**config.mk**
```make
export PLATFORM = sky130hd
export DESIGN_NAME = if_fetch_stage
export DESIGN_NICKNAME = d
export VERILOG_FILES = /design/src/rtl/if_fetch_stage.sv
export SDC_FILE = /design/constraint.sdc
export NUM_CORES = 1
export LEC_CHECK = 0
export BUFFER_PORTS_ARGS = -buffer_cell sky130_fd_sc_hd__buf_2
export CAP_MARGIN = 30
export CORE_MARGIN = 8
export CORE_UTILIZATION = 50
export DETAILED_ROUTE_END_ITERATION = 6
export PLACE_DENSITY = 0.85
export SYNTH_ARGS = -nofsm -noshare
export SYNTH_HDL_FRONTEND = slang
export SYNTH_SLANG_ARGS = --single-unit
```
**constraint.sdc**
```tcl
create_clock -name clk -period 2.5 [get_ports clk]
set_input_delay 0.5 -clock clk [delete_from_list [all_inputs] [get_ports clk]]
set_output_delay 0.5 -clock clk [all_outputs]
set_load 0.005 [all_outputs]
```
**src/rtl/if_fetch_stage.sv**
```systemverilog
// Instruction fetch stage: owns the PC and drives the instruction memory port.
// Fetched words are buffered in a 2-entry queue that decode drains over valid/ready.
module if_fetch_stage #(
    parameter logic [31:0] RESET_PC  = 32'h0000_0000,
    parameter logic [31:0] MEM_BYTES = 32'd32,
    parameter logic [31:0] NOP_INSTR = 32'h0000_0013
) (
    input  logic        clk,
    input  logic        reset,
    output logic [31:0] imem_pc,
    input  logic [31:0] imem_instr,
    input  logic        redirect_valid,
    input  logic [31:0] redirect_pc,
    output logic        out_valid,
    input  logic        out_ready,
    output logic [31:0] out_pc,
    output logic [31:0] out_instr,
    output logic        out_fault
);

    typedef struct packed {
        logic [31:0] pc;
        logic [31:0] instr;
        logic        fault;
    } entry_t;

    localparam logic [31:0] LAST_PC = MEM_BYTES - 32'd4;

    logic [31:0] pc;
    logic        halted;
    logic [1:0]  count;
    entry_t      head;
    entry_t      tail;

    logic        pop;
    logic        fetch_en;
    logic        fault;
    entry_t      fetched;

    assign imem_pc   = pc;
    assign out_valid = (count != 2'd0);
    assign out_pc    = head.pc;
    assign out_instr = head.instr;
    assign out_fault = head.fault;

    // Fetch only looks at the registered count, so a pop never frees a slot for the same cycle.
    always_comb begin
        pop           = out_valid && out_ready && !redirect_valid;
        fetch_en      = (count < 2'd2) && !halted && !redirect_valid;
        fault         = (pc[1:0] != 2'b00) || (pc > LAST_PC);
        fetched.pc    = pc;
        fetched.instr = fault ? NOP_INSTR : imem_instr;
        fetched.fault = fault;
    end

    always_ff @(posedge clk) begin
        if (reset) begin
            pc     <= RESET_PC;
            halted <= 1'b0;
            count  <= 2'd0;
            head   <= '0;
            tail   <= '0;
        end else if (redirect_valid) begin
            pc     <= redirect_pc;
            halted <= 1'b0;
            count  <= 2'd0;
        end else begin
            if (fetch_en) begin
                // A faulting fetch parks the PC and stops fetching until redirect or reset.
                if (fault) begin
                    halted <= 1'b1;
                end else begin
                    pc <= pc + 32'd4;
                end
            end
            case ({fetch_en, pop})
                2'b10: begin
                    if (count == 2'd0) begin
                        head <= fetched;
                    end else begin
                        tail <= fetched;
                    end
                    count <= count + 2'd1;
                end
                2'b01: begin
                    head  <= tail;
                    count <= count - 2'd1;
                end
                // Push and pop together only happen with one entry queued.
                2'b11: begin
                    head <= fetched;
                end
                default: begin
                end
            endcase
        end
    end

endmodule

```
==> flow_metrics.py <==
metrics = {
    "run_status": {
        "status": "complete, no violations",
    },
    "clocking": {
        "htree_num_levels": 4,
        "clkLatencyLatePin_ns": 0.42,
        "cts.clk_slew.worst_paths_ns": 0.07,
        "post_cts_resized": 0,
        "clk_path_buf_depth": 2,
        "cts_root_buf": "sky130_fd_sc_hd__clkbuf_16",
        "post_cts_buffers": 0,
        "tritoncts": "yes",
        "clock_sink_count": 165,
        "cts.hold.buffers_added": 0,
        "cts-buffers-inserted": 17,
    },
    "die": {
        "initial_utilization_pct": 50.84,
        "io-pin-count": 166,
        "fp.dieW_um": 137.1,
        "rows": 44,
        "die_height_um": 137.1,
        "fp.dieArea_um2": 18800,
        "coreArea_um2": 14420,
    },
    "placement": {
        "post-place-ws_ns": 0.1101,
        "gp_routability_congestion": 0.7761,
        "placed_cell_area_um2": 8056,
        "post-dp-hpwl_mm": 12.53,
        "port_buffers": 165,
    },
    "timing": {
        "finalSetupViolations": 0,
        "layout_min_cycle_time_ns": 2.178,
        "worst_hold_slack_ns": 0.3122,
        "tns_ns": 0,
        "normalized_max_slew_margin_pct": 62.26,
        "number_of_pins_with_negative_max_slew_slack_in_the_final_report": 0,
        "finalHoldViolations": 0,
        "rsz_0062_raised_after_global_routing": "no",
        "max_freq_mhz": 459.2,
        "worst-slew-pin-transition_ns": 0.5661,
        "final_clock_period_utilization_by_the_worst_path_pct": 87.11,
        "skew_final_ns": 0.009431,
        "postLayoutSetupSlackWorst_ns": 0.3222,
    },
    "critical_path": {
        "regToRegStartpoint": "count[1]$_SDFFE_PP0P_",
        "worstSetupStartpointType": "flip-flop",
        "timing.critical_path.fanout_max": 44,
        "critical_path_buf_inv_count": 1,
        "cp.required_ns": 2.81,
        "timing.critical_path.max_delay_family": "compound AO/OA/AOI/OAI gates",
        "worstPathCellList": "or3_1 > ha_1 > a211oi_4 > buf_12 > nor2_1 > a211oi_1",
        "data_arrival_at_the_endpoint_of_the_critical_path_ns": 2.49,
        "cp-end-kind": "flip-flop",
        "critPathLaunch": "count[1]$_SDFFE_PP0P_",
        "timing.critical_path.slowest_cell_delay_ns": 0.46,
        "worst_path_max_delay_cell": "sky130_fd_sc_hd__or3_1",
        "crit_type": "flip-flop to flip-flop",
    },
    "logic_synthesis": {
        "synth_top_flop_cell": "sky130_fd_sc_hd__dfxtp_1",
        "synth.avg_cell_area_um2": 9.009,
        "synth_top_cells_by_area": "sky130_fd_sc_hd__dfxtp_1 (45%), sky130_fd_sc_hd__mux2i_1 (8.2%), sky130_fd_sc_hd__a211oi_2 (6.7%)",
        "syn-cell-area_um2": 7333,
        "synthesis.instances": 814,
        "ys_async_sr_fraction_pct": 0,
        "ys.warnings.count": 0,
        "synthDominantCellAreaShare_pct": 45.04,
        "ys_ff_latch": 165,
        "post_synth_num_cell_types": 43,
        "number_of_flops_mapped_to_enable_cells_by_yosys": 0,
        "synth_area_leader_cell": "sky130_fd_sc_hd__dfxtp_1",
        "synth_nets": 886,
        "synth_top_cells_by_count": "sky130_fd_sc_hd__dfxtp_1 (165), sky130_fd_sc_hd__nor2_1 (102), sky130_fd_sc_hd__nand2_1 (99)",
        "seq_area_frac_synth_pct": 45.04,
        "synth.most_common_cell": "sky130_fd_sc_hd__dfxtp_1",
    },
    "drt": {
        "remaining_drc_errors": 0,
        "post_drt_via_cell_ratio": 5.680,
        "drt_iter0_drc": 386,
        "totalWireLength_mm": 18.63,
        "route.antenna.remaining_nets": 0,
        "vias": 6288,
        "wl_per_cell_um": 16.83,
        "detail_route.first_pass.iterations": 5,
    },
    "global_route": {
        "maximum_number_of_pins_on_one_net_before_global_route_repair": 65,
        "grt_pass1_wl_mm": 29.68,
        "grt-ovfl-total": 0,
        "grt_usage_pct": 19.57,
        "antenna_found_initial": 0,
        "first_global_vias": 5975,
    },
    "finish": {
        "number_of_fill_cells_in_the_layout": 1252,
        "area.growth.synth_to_final_pct": 17.33,
        "num-nets-final": 982,
        "layout-drive-gt1-share_pct": 28.82,
        "layout.cell_area.non_filler_um2": 8605,
        "n_antenna_cell": 0,
    },
    "worst_hold_path": {
        "worstHoldStart": "redirect_pc[1]",
        "hold_path.class": "primary input to flip-flop",
    },
    "job": {
        "drv.max_cap_violation_count": 0,
    },
    "pwr": {
        "finalPower_w": 0.005942,
        "largest_vdd_supply_drop_uv": 560.8,
        "p_leak_nw": 3.357,
        "power_density_nw_per_um2": 690.6,
    },
}
==> worst register-to-register path, delay by kind of cell, from the launching register on <==
family                     cells  cell delay [ns]
AOI/OAI and AO/OA              2             0.61
and+or+nand+nor                2             0.57
buffers and inverters          1             0.27
DFF                            1             0.37
adders and majority gates      1             0.26
==> worst paths after layout <==
kind / to / slack, ns / cells after the start
setup / recovery: out_pc[29]$_SDFFE_PP0P_ / 0.32 / 6
hold reg to reg: tail[9]$_SDFFE_PP0P_ / 0.45 / 2
setup reg to reg: out_pc[29]$_SDFFE_PP0P_ / 0.32 / 6
hold / removal: imem_pc[1]$_SDFFE_PP0P_ / 0.31 / 3
==> power breakdown <==
group	switching, W	internal (W)	leakage (nW)	total (W)
sequential	0.0000972	0.00275	1.35	0.00284
clock	0.00107	0.00134	0.268	0.00241
combinational	0.000397	0.000292	1.74	0.000689
==> layout make-up <==
type | instances | area [um^2] | area share, %
Multi-Input combinational cell | 536 | 3431 | 39.87
Sequential cell | 165 | 3303 | 38.39
Timing Repair Buffer | 186 | 1077 | 12.52
Clock buffer | 20 | 456.7 | 5.308
Tap cell | 184 | 230.2 | 2.676
Clock inverter | 12 | 91.34 | 1.062
Inverter | 4 | 15.01 | 0.1745
==> metal layers <==
metal	vias up	track usage, %	part of all wire (%)
met3	20	5.176	7.2
met5	-	0	0
met1	2991	25.26	44
li1	3040	-	-
met4	0	6.156	1.4
met2	237	31.20	47
==> flip-flops by register name, indices dropped and copies added, names as in the netlist <==
register   count
tail          65
count          2
out_pc        32
out_fault      1
imem_pc       32
out_instr     32
halted         1
==> per-stage QoR <==
step / util (%) / instances
detailed placement: 55.86 / 1075
floorplan: - / 814
global placement: 55.86 / 1075
global route: 59.65 / 1107
finish: 59.65 / 1107
CTS: 59.65 / 1107
==> cell families after synthesis <==
group           share of synthesized area (%)
compound gates                          17.32
simple gates                            19.88
flops                                   45.04
fa+ha+maj                              0.6825
buf+inv                                 8.531
mux                                     8.190
xor+xnor                               0.3584
==> layout by cell type, fill, tap and decap left out, drive strengths merged, types with 2 or more instances in the layout <==
cell type,instances
and4,2
a221o,3
a21oi,93
a211oi,67
nor3,10
nor2b,4
inv,9
nor4,6
xor2,2
nor2,102
nand2,99
and2,3
mux2i,60
buf,186
ha,4
nand4b,29
clkbuf,20
nand4,31
nor4b,3
dfxtp,165
clkinvlp,2
clkinv,5
(Power assumes the default switching activity.)
